<file path="config.mk">
export PLATFORM = sky130hd
export DESIGN_NAME = change_dispenser
export DESIGN_NICKNAME = d
export VERILOG_FILES = /design/src/rtl/change_dispenser.sv
export SDC_FILE = /design/constraint.sdc
export NUM_CORES = 1
export LEC_CHECK = 0
export CORE_UTILIZATION = 56
export DETAILED_ROUTE_END_ITERATION = 10
export PLACE_DENSITY = 0.79
export SKIP_CTS_REPAIR_TIMING = 1
export SYNTH_ARGS = -nofsm -noshare
export SYNTH_HDL_FRONTEND = slang
export SYNTH_SLANG_ARGS = --single-unit
</file>
<file path="constraint.sdc">
create_clock -name clk -period 2.22 [get_ports clk]
set_input_delay 0.666 -clock clk [delete_from_list [all_inputs] [get_ports clk]]
set_output_delay 0.666 -clock clk [all_outputs]
set_load 0.1 [all_outputs]
</file>
<file path="src/rtl/change_dispenser.sv">
// Change dispenser: runs the product motor for a vend, then ejects the owed
// coins one at a time and waits for each coin to be confirmed by the exit
// sensor. A missing confirmation ends in a sticky fault that only reset clears.
module change_dispenser #(
  parameter int unsigned PULSE_LEN = 4,
  parameter int unsigned GAP_LEN   = 2,
  parameter int unsigned TIMEOUT   = 16
) (
  input  logic       clk,
  input  logic       rst,
  input  logic       vend,
  input  logic [1:0] change,
  input  logic       coin_ack,
  output logic       motor_on,
  output logic       coin_eject,
  output logic       busy,
  output logic       done,
  output logic       fault,
  output logic       req_dropped,
  output logic [1:0] coins_left
);

  localparam logic [7:0] PulseCnt   = 8'(PULSE_LEN);
  localparam logic [7:0] GapCnt     = 8'(GAP_LEN);
  localparam logic [7:0] TimeoutCnt = 8'(TIMEOUT);

  typedef enum logic [2:0] {
    StIdle,
    StVend,
    StVgap,
    StEject,
    StWaitAck,
    StCgap,
    StDone,
    StFault
  } state_e;

  state_e     state;
  logic [7:0] cnt;       // cycles remaining in the current timed state
  logic       ack_seen;  // coin_ack caught during EJECT, consumed in WAIT_ACK
  logic       req;

  assign req = vend | (change != 2'b00);

  // State, counters and all outputs; outputs are set on the transition into
  // the state they belong to so they line up with the state register.
  always_ff @(posedge clk or posedge rst) begin
    if (rst) begin
      state       <= StIdle;
      cnt         <= 8'd0;
      ack_seen    <= 1'b0;
      motor_on    <= 1'b0;
      coin_eject  <= 1'b0;
      busy        <= 1'b0;
      done        <= 1'b0;
      fault       <= 1'b0;
      req_dropped <= 1'b0;
      coins_left  <= 2'd0;
    end else begin
      done        <= 1'b0;
      req_dropped <= req && (state != StIdle);
      case (state)
        StIdle: begin
          if (req) begin
            coins_left <= change;
            ack_seen   <= 1'b0;
            cnt        <= PulseCnt;
            busy       <= 1'b1;
            if (vend) begin
              state    <= StVend;
              motor_on <= 1'b1;
            end else begin
              state      <= StEject;
              coin_eject <= 1'b1;
            end
          end
        end

        StVend: begin
          if (cnt == 8'd1) begin
            state    <= StVgap;
            cnt      <= GapCnt;
            motor_on <= 1'b0;
          end else begin
            cnt <= cnt - 8'd1;
          end
        end

        // Both gaps end the same way: next coin if any are owed, else finish.
        StVgap, StCgap: begin
          if (cnt == 8'd1) begin
            if (coins_left != 2'd0) begin
              state      <= StEject;
              cnt        <= PulseCnt;
              coin_eject <= 1'b1;
              ack_seen   <= 1'b0;
            end else begin
              state <= StDone;
              done  <= 1'b1;
            end
          end else begin
            cnt <= cnt - 8'd1;
          end
        end

        StEject: begin
          // Any number of acks during the pulse collapse into one.
          if (coin_ack) begin
            ack_seen <= 1'b1;
          end
          if (cnt == 8'd1) begin
            state      <= StWaitAck;
            cnt        <= TimeoutCnt;
            coin_eject <= 1'b0;
          end else begin
            cnt <= cnt - 8'd1;
          end
        end

        StWaitAck: begin
          if (coin_ack || ack_seen) begin
            ack_seen   <= 1'b0;
            coins_left <= coins_left - 2'd1;
            state      <= StCgap;
            cnt        <= GapCnt;
          end else if (cnt == 8'd1) begin
            state <= StFault;
            fault <= 1'b1;
          end else begin
            cnt <= cnt - 8'd1;
          end
        end

        StDone: begin
          state <= StIdle;
          busy  <= 1'b0;
        end

        // Sticky: actuators stay off until reset.
        StFault: begin
          motor_on   <= 1'b0;
          coin_eject <= 1'b0;
          fault      <= 1'b1;
        end

        default: begin
          state      <= StIdle;
          motor_on   <= 1'b0;
          coin_eject <= 1'b0;
          busy       <= 1'b0;
        end
      endcase
    end
  end

endmodule

</file>
==> impl_metrics.csv <==
group,metric,value,unit
critical_path,crit_fanout,7,
critical_path,start_kind,"input port",
critical_path,cp.required,2.43,ns
synthesis,async_flop_share,100,%
critical_path,worst-setup-path-type,"in -> reg",
placed_design,numPortBuffers,13,
synthesis,ys_types,49,
synthesis,syn_nets,178,
final_layout,layout-drive-gt1-share,21.4,%
clock_network,clk_path_buf_depth,2,
synthesis,synthAdderAreaFrac,2.67,%
synthesis,synth_top_area_share,35.6,%
global_route,grt.overflow.total,0,
die,die_w,52.1,um
synthesis,synth_compound_area_share,26.4,%
global_route,globalRouteTotalUtil,29.4,%
route,vias_per_cell,6.16,
placed_design,dp_cells,216,
die,dieArea,2710,um2
die,rows,17,
final_layout,layout_commonest_cell,"buf_4",
clock_network,path_clk_slew,0.11,ns
sta,setup_viol,0,
placed_design,place_congestion,0.919,
synthesis,ys_ff_latch,20,
sta,rsz0062_at_grt,"false",
clock_network,clk_latency,0.30,ns
synthesis,synth_top_family_by_area,"simple AND/OR/NAND/NOR gates",
sta,tightest_slew,0.476,ns
synthesis,synth_edf_count,0,
final_layout,nets,202,
route,drc,0,
synthesis,syn_avg_cell_area,8.31,um2
die,initial_core_util,61.2,%
synthesis,yosys.area_share.simple,27.3,%
route,routedWlPerCell,16.1,um
die,pin_count,14,
sta,period_needed,2.15,ns
route,vias,1355,
sta,slew_headroom,68.0,%
clock_network,cts-root-buf,"clkbuf_4",
route,first_iter_violations,89,
synthesis,synthTopCellsByArea,"dfrtp_1, nor2_1, a21oi_1, nor3_1, o21ai_0",
synthesis,synth_mux_area_share,1.42,%
final_layout,instances_no_fill,220,
placed_design,place_hpwl,2560,um
sta,worst_slack,0.0728,ns
run,drv_cap,0,
route,ant_nets,0,
placed_design,post-place-ws,-0.241,ns
sta,slew_viol_final,0,
global_route,grt_pass1_wl,5870,um
final_layout,final_cell_area,1670,um2
sta,clock.fmax,0.466,GHz
placed_design,placed_area,1620,um2
status,status,"finished clean",
global_route,grt_max_degree,24,
sta,finalHoldViolations,0,
synthesis,netlist_instances,169,
sta,fin_crit_sh,96.7,%
clock_network,cts_buffers,3,
clock_network,htree_levels,1,
synthesis,yosysWarnings,0,
synthesis,post-synth-top-area-cell,"dfrtp_1",
global_route,antenna_found_initial,0,
clock_network,cts_tree,"built",
min_path,holdCritPathClass,"reg -> reg",
synthesis,ys_seq_area_share,35.6,%
critical_path,endpoint_kind,"flop",
final_layout,final_util,72.7,%
route,firstDrtPassIters,5,
synthesis,syn_area,1410,um2
critical_path,critical_path_arrival,2.35,ns
die,die_y,52.1,um
synthesis,synth_xor_area_share,1.25,%
die,core-area,2300,um2
route,routed_wl,3530,um
final_layout,areaGrowthSynthToFinish,18.9,%
global_route,grt_pass1_vias,1289,
synthesis,synth_flop_cell,"dfrtp_1",
final_layout,mostFrequentLayoutCells,"buf_4, nor2_1, dfrtp_1",
sta,finalClockSkew,0.00258,ns
final_layout,diodes,0,
clock_network,cts_sinks,20,
==> cell families after synthesis <==
| group | count (synthesis) |
|---|---|
| simple gates | 70 |
| compound gates | 55 |
| flops | 20 |
| buf+inv | 17 |
| fa+ha+maj | 3 |
| xor+xnor | 2 |
| mux | 2 |
==> worst max-delay path, cell delays in order <==
cell             delay (ns)
clkdlybuf4s50_1        0.44
or3_1                  0.46
o22ai_1                0.30
a21oi_4                0.08
nor3b_2                0.18
o32ai_2                0.21
==> cell usage after synthesis, types with 4 or more instances <==
cell type	n
dfrtp_1	20
nor2_1	20
a21oi_1	13
nand2_1	13
nor3_1	10
o21ai_0	10
inv_1	7
clkbuf_1	6
a31oi_1	5
nor3b_1	5
or3_1	5
o22ai_1	4
==> final cells by class <==
cell class | instances | area, um2
inverter | 7 | 26.3
fill | 187 | 627
timing repair buffer | 29 | 230
tap | 28 | 35.0
sequential | 20 | 502
clock buffer | 4 | 36.3
multi-input combinational | 132 | 841
==> metal layers <==
layer	routed length, um	part of all wire (%)	up-vias	global-route usage (%)
met2	1650	47	55	45.7
met3	209	5.9	12	3.80
met1	1610	46	625	40.3
met4	68	1.9	0	13.1
met5	0	0	-	0
li1	-	-	663	-
==> state kept, by name (all words and copies together), names as in the netlist <==
signal / count
cnt: 8
state: 3
coins_left: 2
ack_seen: 1
busy: 1
coin_eject: 1
done: 1
fault: 1
motor_on: 1
req_dropped: 1
==> per-stage QoR <==
stage	hold WS, ns	TNS, ns
5_1_grt	0.493	0
3_3_place_gp	0.442	-0.537
6_report	0.489	0
3_5_place_dp	0.451	-0.905
4_1_cts	0.486	0
2_1_floorplan	0.504	0
==> path summary, 6_finish.rpt <==
kind	depth (start not counted)	slack, ns	to	start
setup / recovery	6	0.07	state[1]$_DFFE_PP0P_	vend
hold / removal	1	0.49	fault$_DFFE_PP0P_	fault$_DFFE_PP0P_
setup reg to reg	7	0.11	state[1]$_DFFE_PP0P_	cnt[1]$_DFFE_PP0P_
hold reg to reg	1	0.49	fault$_DFFE_PP0P_	fault$_DFFE_PP0P_
max in group asynchronous	3	1.32	state[1]$_DFFE_PP0P_	rst
min in group asynchronous	3	0.68	req_dropped$_DFF_PP0_	rst
Power is left out: the tool's default activity adds up to more than one toggle a clock period on the data nets, which glitch-free logic cannot reach.
